**src/rtl/cpu16_defs.sv**
```systemverilog
// Shared widths and sequencer state encodings for the cpu16 register/memory path.
package cpu16_defs;

    localparam int DATA_W      = 16;
    localparam int REG_SEL_W   = 4;
    localparam int NUM_GP_REGS = 16;
    localparam int ADDR_W      = 16;

    typedef enum logic [2:0] {
        ST_IDLE     = 3'd0,
        ST_SCAN     = 3'd1,
        ST_SAVE_RD  = 3'd2,
        ST_SAVE_REQ = 3'd3,
        ST_REST_REQ = 3'd4,
        ST_REST_WR  = 3'd5,
        ST_DONE     = 3'd6
    } seq_state_t;

endpackage

```
**src/rtl/reg_context_sequencer.sv**
```systemverilog
// Context save/restore sequencer: walks the GP register mask and moves each selected
// register to/from consecutive memory words over a single-word req/ack handshake.
module reg_context_sequencer
    import cpu16_defs::*;
#(
    parameter int DATA_W    = cpu16_defs::DATA_W,
    parameter int REG_SEL_W = cpu16_defs::REG_SEL_W,
    parameter int ADDR_W    = cpu16_defs::ADDR_W
) (
    input  logic                   i_clk,
    input  logic                   i_rst,
    input  logic                   i_start,
    input  logic                   i_dir,
    input  logic [ADDR_W-1:0]      i_base_addr,
    input  logic [NUM_GP_REGS-1:0] i_reg_mask,
    output logic                   o_busy,
    output logic                   o_done,
    output logic [REG_SEL_W-1:0]   o_gp_rd_sel,
    output logic                   o_gp_out_en,
    input  logic [DATA_W-1:0]      i_gp_rd_data,
    output logic [REG_SEL_W-1:0]   o_gp_wr_sel,
    output logic                   o_gp_wr_en,
    output logic [DATA_W-1:0]      o_gp_wr_data,
    output logic                   o_mem_req,
    output logic                   o_mem_we,
    output logic [ADDR_W-1:0]      o_mem_addr,
    output logic [DATA_W-1:0]      o_mem_wdata,
    input  logic                   i_mem_ack,
    input  logic [DATA_W-1:0]      i_mem_rdata
);

    seq_state_t             r_state;
    logic [REG_SEL_W-1:0]   r_idx;
    logic [ADDR_W-1:0]      r_cnt;
    logic [DATA_W-1:0]      r_hold;
    logic                   r_dir;
    logic [ADDR_W-1:0]      r_base;
    logic [NUM_GP_REGS-1:0] r_mask;

    logic                   r_busy;
    logic                   r_done;
    logic [REG_SEL_W-1:0]   r_gp_rd_sel;
    logic                   r_gp_out_en;
    logic [REG_SEL_W-1:0]   r_gp_wr_sel;
    logic                   r_gp_wr_en;
    logic                   r_mem_req;
    logic                   r_mem_we;
    logic [ADDR_W-1:0]      r_mem_addr;

    logic                   w_last;
    logic [ADDR_W-1:0]      w_addr;

    assign w_last = (r_idx == REG_SEL_W'(NUM_GP_REGS - 1));
    assign w_addr = r_base + r_cnt;

    always_ff @(posedge i_clk) begin
        if (i_rst) begin
            r_state     <= ST_IDLE;
            r_idx       <= '0;
            r_cnt       <= '0;
            r_hold      <= '0;
            r_dir       <= 1'b0;
            r_base      <= '0;
            r_mask      <= '0;
            r_busy      <= 1'b0;
            r_done      <= 1'b0;
            r_gp_rd_sel <= '0;
            r_gp_out_en <= 1'b0;
            r_gp_wr_sel <= '0;
            r_gp_wr_en  <= 1'b0;
            r_mem_req   <= 1'b0;
            r_mem_we    <= 1'b0;
            r_mem_addr  <= '0;
        end else begin
            r_done     <= 1'b0;
            r_gp_wr_en <= 1'b0;
            case (r_state)
                ST_IDLE: begin
                    if (i_start) begin
                        r_dir   <= i_dir;
                        r_base  <= i_base_addr;
                        r_mask  <= i_reg_mask;
                        r_idx   <= '0;
                        r_cnt   <= '0;
                        r_busy  <= 1'b1;
                        r_state <= ST_SCAN;
                    end
                end
                ST_SCAN: begin
                    if (r_mask[r_idx]) begin
                        if (r_dir) begin
                            r_mem_req  <= 1'b1;
                            r_mem_we   <= 1'b0;
                            r_mem_addr <= w_addr;
                            r_state    <= ST_REST_REQ;
                        end else begin
                            r_gp_rd_sel <= r_idx;
                            r_gp_out_en <= 1'b1;
                            r_state     <= ST_SAVE_RD;
                        end
                    end else begin
                        r_idx   <= r_idx + 1'b1;
                        r_done  <= w_last;
                        r_state <= w_last ? ST_DONE : ST_SCAN;
                    end
                end
                ST_SAVE_RD: begin
                    r_hold      <= i_gp_rd_data;
                    r_gp_out_en <= 1'b0;
                    r_mem_req   <= 1'b1;
                    r_mem_we    <= 1'b1;
                    r_mem_addr  <= w_addr;
                    r_state     <= ST_SAVE_REQ;
                end
                ST_SAVE_REQ: begin
                    // Address/data/we stay frozen in their flops until the ack edge.
                    if (i_mem_ack) begin
                        r_mem_req <= 1'b0;
                        r_mem_we  <= 1'b0;
                        r_cnt     <= r_cnt + 1'b1;
                        r_idx     <= r_idx + 1'b1;
                        r_done    <= w_last;
                        r_state   <= w_last ? ST_DONE : ST_SCAN;
                    end
                end
                ST_REST_REQ: begin
                    if (i_mem_ack) begin
                        r_hold      <= i_mem_rdata;
                        r_mem_req   <= 1'b0;
                        r_gp_wr_sel <= r_idx;
                        r_gp_wr_en  <= 1'b1;
                        r_state     <= ST_REST_WR;
                    end
                end
                ST_REST_WR: begin
                    r_cnt   <= r_cnt + 1'b1;
                    r_idx   <= r_idx + 1'b1;
                    r_done  <= w_last;
                    r_state <= w_last ? ST_DONE : ST_SCAN;
                end
                ST_DONE: begin
                    r_busy  <= 1'b0;
                    r_state <= ST_IDLE;
                end
                default: begin
                    r_busy    <= 1'b0;
                    r_mem_req <= 1'b0;
                    r_state   <= ST_IDLE;
                end
            endcase
        end
    end

    assign o_busy       = r_busy;
    assign o_done       = r_done;
    assign o_gp_rd_sel  = r_gp_rd_sel;
    assign o_gp_out_en  = r_gp_out_en;
    assign o_gp_wr_sel  = r_gp_wr_sel;
    assign o_gp_wr_en   = r_gp_wr_en;
    assign o_gp_wr_data = r_hold;
    assign o_mem_req    = r_mem_req;
    assign o_mem_we     = r_mem_we;
    assign o_mem_addr   = r_mem_addr;
    assign o_mem_wdata  = r_hold;

endmodule

```
**config.mk**
```make
export PLATFORM = sky130hd
export DESIGN_NAME = reg_context_sequencer
export DESIGN_NICKNAME = d
export VERILOG_FILES = /design/src/rtl/cpu16_defs.sv /design/src/rtl/reg_context_sequencer.sv
export SDC_FILE = /design/constraint.sdc
export NUM_CORES = 1
export LEC_CHECK = 0
export CAP_MARGIN = 20
export CORE_MARGIN = 2
export CORE_UTILIZATION = 61
export DETAILED_ROUTE_END_ITERATION = 16
export DONT_BUFFER_PORTS = 1
export PLACE_DENSITY = 0.79
export SLEW_MARGIN = 20
export SYNTH_ARGS = -nofsm -noshare
export SYNTH_HDL_FRONTEND = slang
export SYNTH_SLANG_ARGS = --single-unit
```
**constraint.sdc**
```tcl
create_clock -name i_clk -period 2.5 [get_ports i_clk]
set_input_delay 0.375 -clock i_clk [delete_from_list [all_inputs] [get_ports i_clk]]
set_output_delay 0.375 -clock i_clk [all_outputs]
set_load 0.03 [all_outputs]
```
# Yosys cells after proc, flatten, opt, wreduce, memory -nomap -nowiden
# Index checks and enable logic that the tools add are counted.
# word_totals
romBits	0
latchBits	0
ramBits	0
mem_count	0
out_inout_bits	62
regBits	102
# op_classes
shift	0
n_div	0
n_mux	37
multipliers	0
bitwise_logic	4
addsub	3
order_cmp	1
reduce_logical	22
n_eq_ne	15
# ops
cell	n
$mux W16	5
$pmux W16 S2	2
$pmux W16 S3	1
$mux W3	6
$pmux W3 S6	1
$add A16 B1 Y16 const B	1
$add A16 B16 Y16	1
$pmux W4 S4	1
$reduce_and A3 Y1	5
$ne A2 B2 Y1 const B	7
$mux W1	12
$mux W4	3
$reduce_and A4 Y1	3
$eq A3 B3 Y1 const B	3
$reduce_and A2 Y1	4
$eq A3 B2 Y1 const B	2
$pmux W1 S3	2
$reduce_bool A3 Y1	2
$lt A4 B5 Y1 const B	1
$reduce_or A5 Y1	1
$add A4 B1 Y4 const B	1
$bmux W1 S4	1
$eq A4 B4 Y1 const B	1
$not A1 Y1	4
other kinds (9)	12

# Logic depth before layout (Yosys ltp)
# logic_depth
depth_word	4
depth_mapped	9
ltp_nobuf	9

# Worst setup path before layout
# Ideal clock, no wire load.
# synth_path
path_kind	register to register
from	register r_idx[2]
to	register r_mem_addr[14] (netlist: o_mem_addr[14])
period_less_slack_ns	2.257
n_path_buf	3
arrival_ns	2.127
setup_time_ns	0.130
stages_incl_launch_ff	9
setup_slack_ns	0.243
required_time_ns	2.370
path_cell_list	dfxtp_1 clkbuf_1 mux4_2 a221o_1 or2_1 buf_6 buf_2 nand3b_1 o41ai_2
# synth_via
elab_chain_len	4
# synth_rtl
element	line_no	source
start, declared	reg_context_sequencer.sv:33	logic [REG_SEL_W-1:0] r_idx;
start signal, assigned	reg_context_sequencer.sv:102	r_idx <= r_idx + 1'b1;
start signal, assigned	reg_context_sequencer.sv:121	r_idx <= r_idx + 1'b1;
start signal, assigned	reg_context_sequencer.sv:137	r_idx <= r_idx + 1'b1;
$bmux W1 S4	reg_context_sequencer.sv:90	if (r_mask[r_idx]) begin
$mux W1 (implied by the code)	reg_context_sequencer.sv:90	
$ne A2 B2 Y1 (no source line)	-	
$reduce_and A3 Y1 (no source line)	-	
end signal, assigned	reg_context_sequencer.sv:94	r_mem_addr <= w_addr;
end signal, assigned	reg_context_sequencer.sv:112	r_mem_addr <= w_addr;
end, declared	reg_context_sequencer.sv:48	logic [ADDR_W-1:0] r_mem_addr;
# No other way between the ends. The select of a mux whose other input is x is not followed.
# A chain may end at the register's enable or synchronous reset.

# Worst setup path after layout
# layout_path
from	register r_idx[0]
to	register r_mem_addr[7] (netlist: o_mem_addr[7])
# The elaborated chain is that of the path after synthesis.

==> metrics.md <==
| Metric | Value |
|---|---|
| Result of the run | `finished, final reports clean` |
| Iter 0 DRT Violations | `326` |
| Synth-to-layout area growth | `3.394%` |
| Cell count of the worst hold path | `1` |
| Cell seen most often among critical-path stages | `sky130_fd_sc_hd__buf_4` |
| Max_slew headroom | `52.84%` |
| Worst hold-check path type | `input pin to flip-flop` |
| Number of buffers between clock root and the deepest sink | `2` |
| Number of vias in the routed layout | `4295` |
| Number of H-tree levels | `3` |
| Initial antenna violation count | `0` |
| Post-Syn Nets | `714` |
| Starting Density | `62.69%` |
| Power per unit of standard cell area | `562.9 mW/mm2` |
| Post-synthesis average cell area | `8.174 um2` |
| Dominant combinational cell family by area after synthesis | `simple AND/OR/NAND/NOR gates` |
| Critical path arrival | `2.59 ns` |
| Post-DR wirelength/cell | `16.15 um` |
| Number of buffers created by CTS | `9` |
| Max Clock Skew | `0.006801 ns` |
| # DRC | `0` |
| Pre-antenna DRT Iters | `6` |
| Post-synth top cells | `sky130_fd_sc_hd__nand2_1 (109), sky130_fd_sc_hd__dfxtp_1 (102), sky130_fd_sc_hd__a21oi_1 (74)` |
| Row count | `33` |
| Dpl cell area | `0.005117 mm2` |
| Die area | `0.009151 mm2` |
| CP max stage delay | `0.50 ns` |
| Overall global routing resource usage | `24.94%` |
| Flip-flop and latch count after synthesis | `102` |
| Placeable core region | `0.008175 mm2` |
| I/O Pins | `131` |
| Required time reported for the critical path endpoint | `2.77 ns` |
| Leakage power total | `0.001913 uW` |
| Cell Count Post-Placement | `696` |
| Routed WL | `11500 um` |
| Count of max-cap constraint violations | `0` |
| Hold_buf cts | `0` |
| Main flop type after synthesis | `sky130_fd_sc_hd__dfxtp_1` |
| Synthesis Warnings | `0` |
| Max Slew Vio Count | `0` |
| Final setup violation count | `0` |
| Reg-to-Reg Start | `r_idx[0]` |
| Width of the chip | `95.66 um` |
| Largest area contributor in the netlist | `sky130_fd_sc_hd__dfxtp_1` |
| Worst ir drop on vdd | `0.3423 mV` |
| Detailed-placement wirelength estimate | `8359 um` |
| Overflow left after global routing | `0` |
| Wire length of the first global-routing pass | `17820 um` |
| Type of element capturing the critical path | `flip-flop` |
| Hold Startpoint | `i_rst` |
| CTS tree | `yes` |
| Post-DR vias/cell | `6.032` |
| Finished Cell Area | `0.005299 mm2` |
| Final ANT Viol Nets | `0` |
| Mux cell area share after synthesis | `7.788%` |
| Fraction of the yosys area taken by sequential cells | `39.84%` |
| Setup repair after global routing missed its margin | `false` |
| Dominant cell by count in the synthesized netlist | `sky130_fd_sc_hd__nand2_1` |
| Async S/R FF share, synth | `0%` |
| R2R depth | `8` |
| Post-synthesis compound-gate area fraction | `17.48%` |
| Fraction of the core area covered by cells at the end of the flow | `64.81%` |
| CP startpoint kind | `flip-flop` |
| Input/output buffers | `0` |
| Final hold violations | `0` |
| Cell Count, Final, Fillers Out | `712` |
| Simple logic cell fraction of the synthesized area | `20.19%` |
| Synthesized instance count | `627` |
| Height of the chip | `95.66 um` |
| Xor and xnor fraction of the mapped netlist area | `3.589%` |
| Final critical path time including I/O delays and setup | `2.322 ns` |
| Biggest area contributors in the synthesized netlist | `sky130_fd_sc_hd__dfxtp_1 (40%), sky130_fd_sc_hd__nand2_1 (8.0%), sky130_fd_sc_hd__a21oi_1 (7.2%)` |
| Cells traversed along the worst timing path | `buf_4, mux2i_1, mux4_2, a221o_1, or2_1, buf_4, nand2_1, a21oi_1` |
| Clock Tree Root | `sky130_fd_sc_hd__clkbuf_8` |
| Share of the clock period used by the worst path after layout | `92.89%` |
| Maximum number of pins on one net before global-route repair | `91` |
| Fraction of final layout cells with drive strength greater than 1 | `7.084%` |
| Global placement routability congestion | `0.9505` |
| Final-stage net count | `689` |
| Count of antenna diodes in the layout | `0` |
| Number of clock sinks | `102` |
| Cell Area, Synth | `0.005125 mm2` |
| Fraction of post-synthesis cell area in the top cell type by area | `39.84%` |
| Achievable Freq | `430.6 MHz` |
| Total design power | `2982 uW` |
| Number of distinct standard cells referenced by the synthesized netlist | `56` |
| Crit Path Category | `flip-flop to flip-flop` |
| Number of setup buffers added after CTS | `0` |
| Synthesized-area fraction occupied by adder cells | `4.541%` |
| Largest fanout of any net on the critical path | `11` |
| Post-cts resize count | `0` |
| Clock slew at the register clock pins of the worst setup and hold paths | `0.10 ns` |
| Pin slew with the least headroom to its limit | `0.7043 ns` |
| Number of global-route vias before repair | `3818` |
| Critical-path top delay cell | `sky130_fd_sc_hd__mux4_2` |
| Final TNS setup | `0 ns` |
| CP Launch Point | `r_idx[0]` |
| Number of enable flip-flop cells after synthesis | `0` |
| Clock latency reported for the late side of the worst-skew pair | `0.36 ns` |
[registers in the layout, indices dropped and copies added, names as in the netlist, 3 cells and up]
signal and cells:
o_gp_rd_sel 4, r_base 16, r_cnt 16, o_gp_wr_sel 4
r_state 3, r_mask 16, o_gp_wr_data 16, o_mem_addr 16
r_idx 4
[metal layers]
layer  vias up  share of wire (%)  track usage, %
met5         -                  0               0
met4         0                1.8           9.405
met3        20                7.8           6.087
met2       150                 48           41.20
met1      2003                 43           31.44
li1       2122                  -               -
[kinds of logic after synthesis]
group                    Yosys count
flip-flops                       102
AND/OR/NAND/NOR                  235
multiplexers                      37
XOR/XNOR                          21
buffers and inverters             69
AO/OA/AOI/OAI                    145
adder cells (fa/ha/maj)           18
[report_power, final]
part	internal (uW)	switching [uW]	total, uW
registers	1670	62.1	1730
logic	116	159	275
clock network	380	594	974
total	2170	815	2980
[metrics by stage]
step	hold WS (ns)	setup slack, ns
3_5_place_dp	0.4437	0.1984
2_1_floorplan	0.4357	0.2428
3_3_place_gp	0.4412	0.2522
6_report	0.07074	0.1777
5_1_grt	0.05163	0.002944
4_1_cts	0.05060	0.1792
[final cells by class]
class,instances,area [um2]
Inverter,15,56.30
Sequential cell,102,2042
Clock inverter,6,53.80
Tap cell,105,131.4
Multi-Input combinational cell,456,2753
Clock buffer,10,127.6
Timing Repair Buffer,18,135.1
Fill cell,692,2877
[worst max-delay path, delay by kind of cell, from the launching register on]
kind                   cells  cell delay (ns)
DFF                        1             0.32
AOI/OAI and AO/OA          2             0.42
muxes                      2             0.62
and+or+nand+nor            2             0.46
buffers and inverters      2             0.41
[path summary, 6_finish.rpt]
kind,to,slack (ns)
max,o_mem_addr[7],0.18
min,o_gp_wr_sel[2],0.07
max reg2reg,o_mem_addr[7],0.18
min reg2reg,r_mask[13],0.46
[placed cells by master (no fill, tap or decap), types with 4 or more instances in the layout]
cell type | synthesis | routed
sky130_fd_sc_hd__nand2_1 | 109 | 109
sky130_fd_sc_hd__dfxtp_1 | 102 | 102
sky130_fd_sc_hd__a21oi_1 | 74 | 73
sky130_fd_sc_hd__nor2_1 | 57 | 56
sky130_fd_sc_hd__mux2i_1 | 34 | 34
sky130_fd_sc_hd__a211oi_1 | 22 | 22
sky130_fd_sc_hd__xnor2_1 | 18 | 18
sky130_fd_sc_hd__buf_4 | 16 | 18
sky130_fd_sc_hd__nand3_1 | 17 | 17
sky130_fd_sc_hd__ha_1 | 17 | 17
sky130_fd_sc_hd__inv_1 | 15 | 15
sky130_fd_sc_hd__nor3_1 | 15 | 15
sky130_fd_sc_hd__o21ai_0 | 14 | 14
sky130_fd_sc_hd__clkbuf_8 | 0 | 9
sky130_fd_sc_hd__nor4_1 | 5 | 5
sky130_fd_sc_hd__or3_1 | 5 | 5
sky130_fd_sc_hd__nor2b_1 | 4 | 4
sky130_fd_sc_hd__nand3b_1 | 4 | 4
sky130_fd_sc_hd__nand4_1 | 4 | 4
Note: power is estimated with default switching activity, not from simulation.
